==> src/rtl/fpmac_seq_if.sv <==
// Handshake and MAC-unit bundle for the FP16 dot-product sequencer.
// The slave modport is the sequencer side; master is the surrounding environment.
interface fpmac_seq_if #(
   parameter int unsigned CW = 8
);
   logic          s_valid;
   logic          s_ready;
   logic [15:0]   s_in;
   logic [15:0]   s_weight;
   logic          s_last;
   logic [15:0]   mac_in;
   logic [15:0]   mac_weight;
   logic [15:0]   mac_acc;
   logic [15:0]   mac_out;
   logic          mac_overflow;
   logic          m_valid;
   logic          m_ready;
   logic [15:0]   m_data;
   logic          m_overflow;
   logic [CW-1:0] m_count;

   modport slave (
      input  s_valid, s_in, s_weight, s_last, mac_out, mac_overflow, m_ready,
      output s_ready, mac_in, mac_weight, mac_acc, m_valid, m_data, m_overflow, m_count
   );

   modport master (
      output s_valid, s_in, s_weight, s_last, mac_out, mac_overflow, m_ready,
      input  s_ready, mac_in, mac_weight, mac_acc, m_valid, m_data, m_overflow, m_count
   );
endinterface

==> src/rtl/fpmac_seq.sv <==
// Sequences FP16 operand pairs through an external fixed-latency MAC, one pair in flight at a time.
// Optional macro FPMAC_SEQ_OVF_STICKY_EN: m_overflow is the OR over all pairs, else the last pair's.
module fpmac_seq #(
   parameter int unsigned LAT = 12,
   parameter int unsigned CW  = 8
) (
   input logic        CLK,
   input logic        RST,
   fpmac_seq_if.slave bus
);
   localparam int unsigned CntW = $clog2(LAT + 1);

   typedef enum logic [1:0] {StIdle, StWait, StDone} state_e;

   state_e          state_q, state_d;
   logic [CntW-1:0] cnt_q, cnt_d;
   logic [15:0]     sum_q, sum_d;
   logic [15:0]     in_q, in_d;
   logic [15:0]     weight_q, weight_d;
   logic [15:0]     acc_q, acc_d;
   logic [CW-1:0]   count_q, count_d;
   logic            ovf_q, ovf_d;
   logic            last_q, last_d;

   always_comb begin
      state_d  = state_q;
      cnt_d    = cnt_q;
      sum_d    = sum_q;
      count_d  = count_q;
      ovf_d    = ovf_q;
      last_d   = last_q;
      // MAC operand registers are non-zero only in the single issue cycle.
      in_d     = '0;
      weight_d = '0;
      acc_d    = '0;
      unique case (state_q)
         StIdle: begin
            if (bus.s_valid) begin
               in_d     = bus.s_in;
               weight_d = bus.s_weight;
               acc_d    = sum_q;
               last_d   = bus.s_last;
               cnt_d    = CntW'(LAT);
               state_d  = StWait;
            end
         end
         StWait: begin
            if (cnt_q == '0) begin
               sum_d = bus.mac_out;
`ifdef FPMAC_SEQ_OVF_STICKY_EN
               ovf_d = ovf_q | bus.mac_overflow;
`else
               ovf_d = bus.mac_overflow;
`endif
               if (count_q != '1) begin
                  count_d = count_q + CW'(1);
               end
               state_d = last_q ? StDone : StIdle;
            end else begin
               cnt_d = cnt_q - CntW'(1);
            end
         end
         StDone: begin
            if (bus.m_ready) begin
               sum_d   = '0;
               count_d = '0;
               ovf_d   = 1'b0;
               last_d  = 1'b0;
               state_d = StIdle;
            end
         end
         default: state_d = StIdle;
      endcase
   end

   always_ff @(posedge CLK) begin
      if (RST) begin
         state_q  <= StIdle;
         cnt_q    <= '0;
         sum_q    <= '0;
         count_q  <= '0;
         ovf_q    <= 1'b0;
         last_q   <= 1'b0;
         in_q     <= '0;
         weight_q <= '0;
         acc_q    <= '0;
      end else begin
         state_q  <= state_d;
         cnt_q    <= cnt_d;
         sum_q    <= sum_d;
         count_q  <= count_d;
         ovf_q    <= ovf_d;
         last_q   <= last_d;
         in_q     <= in_d;
         weight_q <= weight_d;
         acc_q    <= acc_d;
      end
   end

   assign bus.s_ready    = (state_q == StIdle);
   assign bus.m_valid    = (state_q == StDone);
   assign bus.m_data     = sum_q;
   assign bus.m_overflow = ovf_q;
   assign bus.m_count    = count_q;
   assign bus.mac_in     = in_q;
   assign bus.mac_weight = weight_q;
   assign bus.mac_acc    = acc_q;
endmodule

==> src/flat_wrapper.sv <==
// flat-port wrapper written by rule: the top's interface ports become plain ports
module fpmac_seq_flat 
#(
   parameter int unsigned LAT = 12,
   parameter int unsigned CW  = 8
)
  (CLK, RST, bus_s_valid, bus_s_in, bus_s_weight, bus_s_last, bus_mac_out, bus_mac_overflow, bus_m_ready, bus_s_ready, bus_mac_in, bus_mac_weight, bus_mac_acc, bus_m_valid, bus_m_data, bus_m_overflow, bus_m_count);
  fpmac_seq_if #(.CW(CW)) bus_i ();
  input logic CLK;
  input logic RST;
  input wire logic [$bits(bus_i.s_valid)-1:0] bus_s_valid;
  input wire logic [$bits(bus_i.s_in)-1:0] bus_s_in;
  input wire logic [$bits(bus_i.s_weight)-1:0] bus_s_weight;
  input wire logic [$bits(bus_i.s_last)-1:0] bus_s_last;
  input wire logic [$bits(bus_i.mac_out)-1:0] bus_mac_out;
  input wire logic [$bits(bus_i.mac_overflow)-1:0] bus_mac_overflow;
  input wire logic [$bits(bus_i.m_ready)-1:0] bus_m_ready;
  output wire logic [$bits(bus_i.s_ready)-1:0] bus_s_ready;
  output wire logic [$bits(bus_i.mac_in)-1:0] bus_mac_in;
  output wire logic [$bits(bus_i.mac_weight)-1:0] bus_mac_weight;
  output wire logic [$bits(bus_i.mac_acc)-1:0] bus_mac_acc;
  output wire logic [$bits(bus_i.m_valid)-1:0] bus_m_valid;
  output wire logic [$bits(bus_i.m_data)-1:0] bus_m_data;
  output wire logic [$bits(bus_i.m_overflow)-1:0] bus_m_overflow;
  output wire logic [$bits(bus_i.m_count)-1:0] bus_m_count;
  assign bus_i.s_valid = bus_s_valid;
  assign bus_i.s_in = bus_s_in;
  assign bus_i.s_weight = bus_s_weight;
  assign bus_i.s_last = bus_s_last;
  assign bus_i.mac_out = bus_mac_out;
  assign bus_i.mac_overflow = bus_mac_overflow;
  assign bus_i.m_ready = bus_m_ready;
  assign bus_s_ready = bus_i.s_ready;
  assign bus_mac_in = bus_i.mac_in;
  assign bus_mac_weight = bus_i.mac_weight;
  assign bus_mac_acc = bus_i.mac_acc;
  assign bus_m_valid = bus_i.m_valid;
  assign bus_m_data = bus_i.m_data;
  assign bus_m_overflow = bus_i.m_overflow;
  assign bus_m_count = bus_i.m_count;
  fpmac_seq #(.LAT(LAT), .CW(CW)) u_core (.CLK(CLK), .RST(RST), .bus(bus_i));
endmodule
==> config.mk <==
export PLATFORM = sky130hd
export DESIGN_NAME = fpmac_seq_flat
export DESIGN_NICKNAME = d
export VERILOG_FILES = /design/src/rtl/fpmac_seq_if.sv /design/src/rtl/fpmac_seq.sv /design/src/flat_wrapper.sv
export SDC_FILE = /design/constraint.sdc
export NUM_CORES = 1
export LEC_CHECK = 0
export CAP_MARGIN = 20
export CORE_MARGIN = 2
export CORE_UTILIZATION = 41
export DETAILED_ROUTE_END_ITERATION = 6
export GPL_ROUTABILITY_DRIVEN = 0
export PLACE_DENSITY = 0.78
export REMOVE_ABC_BUFFERS = 1
export SLEW_MARGIN = 20
export SYNTH_ARGS = -nofsm -noshare
export SYNTH_HDL_FRONTEND = slang
export SYNTH_SLANG_ARGS = --single-unit
==> constraint.sdc <==
create_clock -name CLK -period 2.2 [get_ports CLK]
set_input_delay 0.33 -clock CLK [delete_from_list [all_inputs] [get_ports CLK]]
set_output_delay 0.33 -clock CLK [all_outputs]
set_load 0.02 [all_outputs]
==> results.md, run 1 <==
* Status: finished, final reports clean
* Flop-to-flop setup slack at roughly 340 ps
* Routed Wire Length at about 7.0 mm
* Hold endpoint: u_core.cnt_q[0]$_SDFFE_PP0P_
* Worst slew pin tran at between 400 and 500 ps
* IO Port Bufs at around 130
* Sw frac at 23.60%
* Internal at 2533 µW
* Post-cts sizing count at 0
* Asr flop ratio synth at 0%
* Final Util at roughly 66%
* Yosys top cell area share at between 50% and 60%
* Number of synthesized flops with an enable pin at 0
* Worst hold path class: register to register
* Crit path from: u_core.state_q[1]$_SDFFE_PP0P_
* CTS tree: done
* Logic pwr share at between 10% and 20%
* DRC Markers at 0
* GRT busiest layer: met2
* Clock power share at between 30% and 40%
* Sw power at between 700 and 800 µW
* WL/cell at around 14 µm
* Required @ worst endpoint at approximately 1900 ps
* H-tree levels at 3
* Hold path cells at 2
* Commonest cells in the netlist: dfxtp_1, and3_1, nor2_1
* Arr. time, crit path at between 1500 and 2000 ps
* Seq cells post-synth at 80
* Clk Latency, worst-skew pair at roughly 340 ps
* Leak at roughly 0.0019 µW
* Max cap viols at 0
* Initial antenna violation count at 0
* Clock Tree Buf Depth at 2
* Grt ovf at 0
* Cell Area, Synth at 2796 µm²
* Core Area at approximately 6700 µm²
* Main area contributors after synthesis: dfxtp_1, and3_1, mux2i_1
* Most frequent cell after synthesis: dfxtp_1
* Die area at ~7500 µm²
* R2R Path Start: u_core.bus.m_count[0]$_SDFFE_PP0P_
* Final Skew at between 8 and 9 ps
* I/O pin count at approximately 130
* Chip height at between 80 and 90 µm
* Register-to-Register Path Depth at 5
* CTS Hold Bufs at 0
* First-pass GRT wire length at ~11 mm
* FMAX at 0.4952 GHz
* Largest net degree at the start of global routing at 32
* Critical Path Fanout Max at 5
* Syn Area/Cell at 10.43 µm²
* Vias in the first global route at between 2000 and 2500
* Sequential Power Share at a little under half
* PwrDens at between 700 and 800 nW/µm²
* M2 GR Usage at ~31%
* Worst Hold Launch: u_core.cnt_q[0]$_SDFFE_PP0P_
* Final net count at 453
* Die width at a little under 90 µm
* Area leader, netlist: dfxtp_1
* Yosys Warn Count at 0
* Reg clk slew, reported paths at 70 ps
* Clk sink count at 80
* Cell variety after synth at 38
* Std-Cell Rows at 30
* Clock buffer count from CTS at 9
* Worst vdd ir at 0.3723 mV
* Worst setup SP type: register
* Fill cells at 531
* Min Tclk post-route at 2020 ps
* Crit path capture type: output port
* DR vias/cell at 4.963
* HPWL reported at the end of detailed placement at between 5 and 6 mm
* Setup TNS at 0 ps
* RSZ-0062 raised after global routing: false
* Post-CTS Setup Inserts at 0
* Final setup violation count at 0
* Commonest register cell after synthesis: dfxtp_1
* First-pass detailed-route iteration total at 4
* Total GRT Usage at a little under a fifth
* Grt met1 use at 24.34%
* Relative slew margins at between 70% and 80%
* Worst R2R End: u_core.bus.m_count[6]$_SDFFE_PP0P_
* Fraction of layout cells with a size suffix above 1 at approximately 7.5%
* Crit Path Class: register to output port
* Clock root buffer: clkbuf_8
* Ant. Diodes at 0
* Routed Antenna Nets at 0
* Mapped Cells at 268
* 1st-iter DRT viols at a little over 80
* Max Slew Vio Count at 0
* Final worst path period share at about nine tenths
* Seq/Total Area, Yosys at a little under three fifths
* Area grow syn2layout at 57.72%
* Met3 usage at about 4.3%
* Vias at roughly 2400
* Final hold violations at 0
* Initial Util at a little over two fifths
-- sequential cells by signal, summed over array words and instances, names as in the netlist --
register / cells
u_core.bus.mac_acc: 16
u_core.state_q: 2
u_core.bus.m_data: 16
u_core.bus.mac_weight: 16
u_core.last_q: 1
u_core.cnt_q: 4
u_core.bus.m_count: 8
u_core.bus.m_overflow: 1
u_core.bus.mac_in: 16
-- stage by stage --
step / std cells / setup WS [ps] / cell area (µm²) / power [µW] / hold WS [ps]
finish: 482 / 180.4 / 4410 / 3316 / 485.6
CTS: 482 / 161.2 / 4410 / 3350 / 483.9
global route: 482 / 75.67 / 4410 / 3458 / 504.8
floorplan: 249 / 199.7 / 2715 / 1837 / 399.1
global placement: 466 / 415.8 / 4170 / 2114 / 466.8
detailed placement: 466 / 319.5 / 4170 / 2123 / 473.7
-- placed cells by master (no fill, tap or decap), types with 2 or more instances in the layout --
cell	netlist	routed
clkbuf_8	0	12
nor3_1	2	2
o21ai_0	5	5
mux2i_1	17	17
nand3b_1	3	3
clkdlybuf4s50_1	0	128
o22a_1	5	5
bufinv_16	0	2
nand2_1	5	5
inv_1	7	7
and3_1	50	50
buf_4	2	9
dfxtp_1	80	80
a21oi_1	6	6
clkinvlp_4	0	2
nor4_1	2	2
nor4b_1	4	4
and2_1	17	17
a311oi_1	2	2
nor2_1	22	22
nand3_1	2	2
ha_1	2	2
-- metal layers --
metal / vias up / wire [µm]
li1: 1187 / -
met1: 1100 / 3225
met2: 95 / 3215
met3: 10 / 462
met4: 0 / 72
met5: - / 0
-- power groups by stage --
stage	clock network [µW]	registers [µW]	logic [µW]
after detailed placement	0	1590	530
after floorplan	0	1660	180
final	1230	1560	529
after global routing	1320	1570	568
after global placement	0	1590	522
after CTS	1260	1560	533
-- cell families (layout without fill, tap and decap cells) --
family / Yosys count / count (layout) / synth area share, %
adders and majority gates: 2 / 2 / 0.8947
muxes: 17 / 17 / 6.085
buffers and inverters: 26 / 160 / 3.848
AOI/OAI and AO/OA: 26 / 26 / 6.578
xor gates and xnor gates: 1 / 1 / 0.3133
DFF: 80 / 80 / 57.27
and+or+nand+nor: 116 / 116 / 25.01
-- how the worst max path moves through the flow --
stage,depth (start not counted),slack (ps),end
final,2,180,bus_m_valid
after CTS,2,160,bus_m_valid
after global placement,4,420,u_core.bus.m_count[6]$_SDFFE_PP0P_
after detailed placement,6,320,u_core.bus.m_data[6]$_SDFFE_PP0P_
after floorplan,3,200,u_core.cnt_q[2]$_SDFFE_PP0P_
after global routing,2,80,bus_m_valid
-- final cells by class --
| type | instances | area [µm²] | area share, % |
|---|---|---|---|
| clock buffers | 12 | 165.2 | 3.745 |
| clock inverters | 4 | 75.07 | 1.702 |
| inverters | 7 | 26.28 | 0.5957 |
| multi-input cells | 162 | 1094 | 24.79 |
| flip-flops and latches | 80 | 1602 | 36.31 |
| well taps | 80 | 100.1 | 2.270 |
| repair buffers | 137 | 1349 | 30.58 |
-- critical path, stage by stage (launching register included) --
cell             delay, ps
dfxtp_1                430
nor2b_1                270
clkdlybuf4s50_1        650
(Power assumes the default switching activity.)
==> run 2, diff against run 1 <==
- SETUP_SLACK_MARGIN: not set -> 0.2
- SLEW_MARGIN: 20 -> not set
==> run 2 against run 1 <==
Net effect: via count is the same; count of clock-buffer cells in the layout stayed put; non-clock buffer count stayed put; worst hold slack is the same; power is essentially flat; worst setup slack improved by 160 ps; register-to-register slack is essentially flat; cell area is essentially flat; clock skew unchanged; sequential power barely moved; critical endpoint is now u_core.bus.m_count[6]$_SDFFE_PP0P_.
==> results.md, run 2 (synthesis gave the netlist of run 1 again) <==
* Status: finished, final reports clean
* Final Skew at 8.582 ps
* Min Tclk post-route at between 1500 and 2000 ps
* IO Port Bufs at 128
* Most common cell after layout, fill and taps aside: clkdlybuf4s50_1
* Area grow syn2layout at 57.67%
* DP Area at about 4200 µm²
* WL/cell at 14.47 µm
* HPWL reported at the end of detailed placement at about 5.1 mm
* Clock Tree Buf Depth at 2
* Reg clk slew, reported paths at ~70 ps
* H-tree levels at 3
* CTS tree: done
* Final hold violations at 0
* Max cap viols at 0
* CP max stage cell: dfxtp_1
* Final worst path period share at around 85%
* Max Slew Vio Count at 0
* Total GRT Usage at about a fifth
* Relative slew margins at ~73%
* First-pass detailed-route iteration total at 4
* Die width at between 80 and 90 µm
* Worst vdd ir at around 0.37 mV
* Most frequent cells in the layout: clkdlybuf4s50_1, dfxtp_1, and3_1
* 1st-iter DRT viols at 83
* Worst slew pin tran at 403.9 ps
* Largest net degree at the start of global routing at 32
* Worst-path cell chain: ha_1 > and4_4 > and4_1 > o211a_1 > o31a_1
* Clock root buffer: clkbuf_8
* Routed Antenna Nets at 0
* Vias at between 2000 and 2500
* RSZ-0062 raised after global routing: false
* Arr. time, crit path at 2090 ps
* Clock buffer count from CTS at 9
* Worst setup SP type: register
* Slowest Stage Delay on Critical Path at 360 ps
* Chip height at between 80 and 90 µm
* Core Area at about 6700 µm²
* First-pass GRT wire length at roughly 11 mm
* Leak at 0.001953 µW
* Ant. Diodes at 0
* Final instance area at about 4400 µm²
* PwrDens at ~750 nW/µm²
* Grt ovf at 0
* Std-Cell Rows at 30
* Final net count at between 400 and 500
* Initial antenna violation count at 0
* Worst hold path class: register to register
* Crit path capture type: register
* I/O pin count at around 130
* Setup TNS at 0 ps
* Vias in the first global route at approximately 2300
* DRC Markers at 0
* Critical Path Fanout Max at 9
* Fraction of layout cells with a size suffix above 1 at 7.463%
* Routed Wire Length at roughly 7 mm
* DR vias/cell at slightly below 5
* Clk Latency, worst-skew pair at about 340 ps
* Initial Util at approximately two fifths
* Required @ worst endpoint at 2420 ps
* Die area at 7497 µm²
* Pwr Total at between 3000 and 4000 µW
* Crit Path Class: register to register
* Clk sink count at 80
* Final setup violation count at 0
* FMAX at 0.5370 GHz
run 2: cell types whose count changed in the layout (fill, tap and decap cells not counted):
cell,previous run,this run
clkdlybuf4s50_1,128,127
dlygate4sd2_1,0,1
run 2: final cells by class:
| class | instances | area [µm²] |
|---|---|---|
| timing repair buffer | 137 | 1348 |
| multi-input combinational | 162 | 1094 |
| fill | 532 | 2272 |
| clock buffer | 12 | 165.2 |
| sequential | 80 | 1602 |
| tap | 80 | 100.1 |
| clock inverter | 4 | 75.07 |
| inverter | 7 | 26.28 |
run 2: final timing paths:
| kind | startpoint | end | slack (ps) | cells past startpoint |
|---|---|---|---|---|
| setup reg to reg | u_core.bus.m_count[0]$_SDFFE_PP0P_ | u_core.bus.m_count[6]$_SDFFE_PP0P_ | 340 | 5 |
| hold / removal | u_core.cnt_q[0]$_SDFFE_PP0P_ | u_core.cnt_q[0]$_SDFFE_PP0P_ | 490 | 2 |
| hold reg to reg | u_core.cnt_q[0]$_SDFFE_PP0P_ | u_core.cnt_q[0]$_SDFFE_PP0P_ | 490 | 2 |
| setup / recovery | u_core.bus.m_count[0]$_SDFFE_PP0P_ | u_core.bus.m_count[6]$_SDFFE_PP0P_ | 340 | 5 |
run 2: power breakdown:
group | switching [µW] | internal, µW
combinational | 245 | 284
clock | 495 | 732
sequential | 42.5 | 1520
total | 782 | 2530
run 2: stage by stage:
step                      hold slack, ps  std cells  utilization, %  setup WS [ps]
after floorplan                    399.1        249               -          199.7
after global placement             466.8        466           62.42          415.8
after CTS                          483.9        482           65.99          348.2
after detailed placement           473.7        466           62.42          319.5
final                              485.6        482           65.99          337.6
after global routing               504.8        482           65.99          241.7
run 2: timing repair:
action | 4_1_cts | 5_1_grt
gates resized for setup | 1 | 0
hold buffers | 0 | 0
endpoints found under the hold margin | 0 | 0
endpoints found under the setup margin | 1 | 0
setup buffers | 0 | 0
run 2: per-layer routing:
metal / part of all wire (%) / routed length (µm) / vias up / track usage (%)
met2: 46 / 3215 / 95 / 30.63
met3: 6.6 / 462 / 10 / 4.286
met1: 46 / 3224 / 1100 / 24.34
li1: - / - / 1187 / -
met5: 0 / 0 / - / 0
met4: 1.0 / 72 / 0 / 7.244
run 2: critical path: cells and delay by family (launching register included):
family                   cells  cell delay [ps]
flip-flops                   1              360
AND/OR/NAND/NOR              2              500
AO/OA/AOI/OAI                2              640
adder cells (fa/ha/maj)      1              250
==> variant 1: new RTL, settings of run 1 <==
Re-encode `state_e` (3 states) as one-hot, 3 bits wide.
--- a/src/rtl/fpmac_seq.sv
+++ b/src/rtl/fpmac_seq.sv
@@ -10,7 +10,7 @@
 );
    localparam int unsigned CntW = $clog2(LAT + 1);
 
-   typedef enum logic [1:0] {StIdle, StWait, StDone} state_e;
+   typedef enum logic [2:0] {StIdle = 3'b001, StWait = 3'b010, StDone = 3'b100} state_e;
 
    state_e          state_q, state_d;
    logic [CntW-1:0] cnt_q, cnt_d;
Behaviour: no difference found for any inputs over 10 cycles, from zero or initial values and one cycle with RST high; not proved beyond that.
==> variant 1 against run 1 <==
Cell area barely moved; total power decreased by 7.4%; count of clock-buffer cells in the layout decreased by 3; highest routed layer unchanged; setup slack better by 0.015 ns; non-clock buffer count grew 1; area after synthesis up 1.2%; sequential cell count up 1; wire length increased by 12%; cell count increased by 2.5%; global-route usage up 2.2 points.
==> variant 1: results (changes against run 1) <==
- Result of the run: complete, no violations
- Count of mapped cells out of synthesis: 282 (+5.2%)
- Number of clock buffers inserted by TritonCTS: 9 (unchanged)
- Number of port buffers: 128 (unchanged)
- Netlist cell types: 40 (+5.3%)
- Total wirelength of the detailed-routed design: 7815 µm (+12%)
- Total Nets Final: 465 (+2.6%)
- Chip width: 87.07 µm (+0.55%)
- Antenna diode count: 0 (unchanged)
- Net switching power figure: 0.0007364 W (-5.9%)
- Placed instance area: 0.004189 mm² (+0.45%)
- Worst VDD drop: 0.0003475 V (-6.6%)
- Number of optimization iterations in the first detailed-route pass: 4 (unchanged)
- Clk root buf: clkbuf_8
- Buffer depth of the longest clock path: 2 (unchanged)
- Global-route usage over all layers: 21.07% (+2.2 points)
- Most area-consuming cells after synthesis: dfxtp_1, and3_1, nor4b_1
- Routed vias: 2560 (+7.0%)
- Leakage power total: 1.783 nW (-8.5%)
- Setup WS pre-CTS: 0.2500 ns (-0.06945 ns)
- Number of design-rule violations left by the first detailed-router iteration: 161 (+94%)
- FFs w/ async S/R, synth: 0% (unchanged)
- Final clock skew: 0.005342 ns (-0.003241 ns)
- Placed cell count: 478 (+2.6%)
- Wire length of the first global-routing pass: 12100 µm (+9.6%)
- Post CTS Setup Buffer Count: 0 (unchanged)
- Antenna violations before repair: 0 (unchanged)
- Hold Crit Class: flip-flop to flip-flop
- Count of synthesis-stage warnings from yosys: 0 (unchanged)
- Number of global-route vias before repair: 2334 (+2.6%)
- H-Tree Depth: 3 (unchanged)
- Maximum number of pins on one net before global-route repair: 55 (+72%)
- Origin of the critical flop-to-flop path: u_core.cnt_q[0]$_SDFFE_PP0P_
- Dpl hpwl: 5363 µm (+5.3%)
- Final non-filler cell total: 494 (+2.5%)
- Crit Path Max Fanout: 6 (+1)
- Setup crit start: u_core.state_q[0]$_SDFFE_PP1P_
- Post-CTS resize count: 1 (+1)
- Beginning of the worst hold path: u_core.bus.m_data[15]$_SDFFE_PP0P_
- Clock latency of the later-clocked register in the worst-skew pair: 0.35 ns
- Worst EP arrival: 1.67 ns (-0.02 ns)
- Clock-pin transition on the worst setup and hold timing paths: 0.09 ns (+0.02 ns)
- Fraction of the yosys area taken by sequential cells: 57.32% (about the same)
- Normalized max-slew margin: 57.23% (-16 points)
- Layout cells sized above 1: 7.971% (+0.51 points)
- Leading cell types by count after synthesis: dfxtp_1, and3_1, nor2_1
-- variant 1: changes by cell type in the layout (fill, tap and decap cells not counted), sizes merged, moves of 7 or more --
cell	delta
a21oi	+17
nand3	+7
nor4b	+11
and2	-17
mux2i	-15
-- variant 1: through the flow --
stage	power (W)	util, %
5_1_grt	0.003196	65.68
6_report	0.003069	65.68
3_3_place_gp	0.001878	62.35
3_5_place_dp	0.001883	62.35
4_1_cts	0.003097	65.68
2_1_floorplan	0.001677	-
-- variant 1: power groups by stage --
stage | Combinational [W] | Sequential, W | Clock (W)
after floorplan | 0.0000884 | 0.00159 | 0
after global placement | 0.000326 | 0.00155 | 0
after detailed placement | 0.000329 | 0.00155 | 0
after CTS | 0.000331 | 0.00152 | 0.00125
after global routing | 0.000355 | 0.00152 | 0.00132
final | 0.000330 | 0.00152 | 0.00122
-- variant 1: layout make-up --
type	count	area [µm²]
well taps	80	100.1
flip-flops and latches	81	1622
clock inverters	7	101.3
fillers	537	2306
multi-input cells	173	1089
repair buffers	138	1355
clock buffers	9	123.9
inverters	6	22.52
-- variant 1: final timing paths --
check / end / slack (ns) / cells past startpoint
worst min register to register: u_core.bus.m_data[15]$_SDFFE_PP0P_ / 0.47 / 2
worst max register to register: u_core.bus.m_count[5]$_SDFFE_PP0P_ / 0.22 / 6
worst max-delay path: bus_s_ready / 0.20 / 2
worst min-delay path: u_core.bus.m_data[15]$_SDFFE_PP0P_ / 0.47 / 2
-- variant 1: kinds of logic (layout without fill, tap and decap cells) --
| logic type | Yosys count | in the layout | synth area share [%] |
|---|---|---|---|
| compound gates | 40 | 40 | 8.757 |
| simple gates | 127 | 127 | 27.16 |
| buf+inv | 28 | 160 | 4.201 |
| flops | 81 | 81 | 57.32 |
| xor+xnor | 1 | 1 | 0.3097 |
| fa+ha+maj | 2 | 2 | 0.8844 |
| mux | 3 | 3 | 1.371 |
-- variant 1: worst max-delay path, cell delays in order (launching register included) --
cell and delay, ns:
dfxtp_1 0.40, nor3b_1 0.27, clkdlybuf4s50_1 0.66
-- variant 1: metal layers --
metal | track usage [%] | routed length, µm | vias to the layer above
met5 | 0 | 0 | -
met4 | 6.676 | 55 | 0
met3 | 7.299 | 521 | 4
met2 | 33.03 | 3724 | 105
met1 | 27.28 | 3513 | 1189
li1 | - | - | 1262
==> variant 2: new RTL, config.mk and constraints of run 1 <==
Without the edit above. Build with the macro `FPMAC_SEQ_OVF_STICKY_EN` defined.
--- a/src/rtl/fpmac_seq.sv
+++ b/src/rtl/fpmac_seq.sv
@@ -1,5 +1,7 @@
 // Sequences FP16 operand pairs through an external fixed-latency MAC, one pair in flight at a time.
 // Optional macro FPMAC_SEQ_OVF_STICKY_EN: m_overflow is the OR over all pairs, else the last pair's.
+`define FPMAC_SEQ_OVF_STICKY_EN
+
 module fpmac_seq #(
    parameter int unsigned LAT = 12,
    parameter int unsigned CW  = 8
Formal check against the unedited RTL: no difference found for any inputs over 10 cycles, from zero or initial values and one cycle with RST high; that may be too few to reach the edited logic, so the function may still have changed.
==> variant 2 against run 1 <==
Total power fell by 1.7%; setup slack got worse by 0.055 ns; wire length rose by 1.9%; cell area fell by 2.7%; area after synthesis down 3.0%; sequential cell count did not move; combinational power down 8.1%; sequential share of layout area is 0.99 points higher.
==> variant 2: results (changes against run 1) <==
- Result of the run: complete, no violations
- Number of design-rule violations left by the first detailed-router iteration: 86 (+3.6%)
- Number of multi-input combinational cells: 171 (+5.6%)
- Net switching power figure: 0.0007891 W (+0.86%)
- Netlist cell types: 41 (+7.9%)
- Global-route usage over all layers: 18.97% (+0.15 points)
- Maximum number of pins on one net before global-route repair: 49 (+53%)
- Crit Path Max Fanout: 9 (+4)
- Total Nets Final: 457 (+0.88%)
- Leading cell types by count after synthesis: dfxtp_1, and2_1, a21oi_1, nand3_1, nand2_1
- Xor/xnor share of the synthesized area: 0.3229% (+0.0097 points)
- Layout cells sized above 1: 7.407% (-0.055 points)
- Clock network fraction of total power: 37.4% (+0.4 points)
- Routed length on met2: 3344 µm (+4.0%)
- Design internal power: 0.002469 W (-2.5%)
- Worst VDD drop: 0.0004509 V (+21%)
- Number of global-route vias before repair: 2065 (-9.2%)
- Slowest stage cell, crit path: clkdlybuf4s50_1
- Dpl hpwl: 5141 µm (+0.98%)
- GR Util met1: 24.92% (+0.58 points)
- Setup WS pre-CTS: 0.3502 ns (+0.03069 ns)
- Share of cell area taken by multi-input logic gates: 23.70% (-1.1 points)
- Worst EP arrival: 1.74 ns (+0.05 ns)
- Wire length per cell: 14.74 µm (+1.9%)
- Chip width: 85.34 µm (-1.4%)
- Average footprint of a synthesized cell: 10.05 µm² (-3.7%)
- Repair and plain buffers: 135 (-1.5%)
- Area fraction in compound gates after synthesis: 10.52% (+3.9 points)
- Clock-cell share: 5.334% (-0.11 points)
- Leakage power total: 1.623 nW (-17%)
- Most area-consuming cells after synthesis: dfxtp_1, and2_1, a21oi_1
- Global Route met2 Usage: 30.26% (-0.37 points)
- GR Layer Usage met3: 5.350% (+1.1 points)
- Multiplexer area fraction after synthesis: 0.7380% (-5.3 points)
- Slew @ Worst Pin: 0.5627 ns (+0.1588 ns)
- Synth Area in Adders: 0.9225% (+0.028 points)
- FILL cells: 493 (-7.2%)
- Total wirelength of the detailed-routed design: 7107 µm (+1.9%)
- Wire length of the first global-routing pass: 10760 µm (-2.6%)
- Setup-failing EPs final: 0 (unchanged)
- Placed cell count: 467 (+0.21%)
- Placed instance area: 0.004064 mm² (-2.6%)
- Per-cell via count in the routed design: 4.884 (-1.6%)
- Clock Buffer Count: 11 (-1)
- Post-layout util: 67.22% (+1.2 points)
- Met3 wire length: 579 µm (+25%)
- Detailed-routing wirelength on met1: 3101 µm (-3.8%)
- Count of non-CTS inverters in the layout: 4 (-3)
[variant 2: cell types whose count changed after synthesis, sizes merged, moves of 4 or more]
| cell | change |
|---|---|
| a21oi | +18 |
| and2 | +33 |
| and3 | -48 |
| buf | +5 |
| clkbuf | -9 |
| mux2i | -15 |
| nand2 | +17 |
| nand3 | +21 |
| nor2 | -11 |
| nor4b | -4 |
| o22a | -5 |
[variant 2: path summary, 6_finish.rpt]
kind / from / end / slack, ns / cells past startpoint
setup reg to reg: u_core.cnt_q[0]$_SDFFE_PP0P_ / u_core.bus.m_count[6]$_SDFFE_PP0P_ / 0.35 / 6
hold reg to reg: u_core.bus.m_data[14]$_SDFFE_PP0P_ / u_core.bus.m_data[14]$_SDFFE_PP0P_ / 0.47 / 2
hold / removal: u_core.bus.m_data[14]$_SDFFE_PP0P_ / u_core.bus.m_data[14]$_SDFFE_PP0P_ / 0.47 / 2
setup / recovery: u_core.state_q[0]$_SDFFE_PP0P_ / bus_m_valid / 0.13 / 3
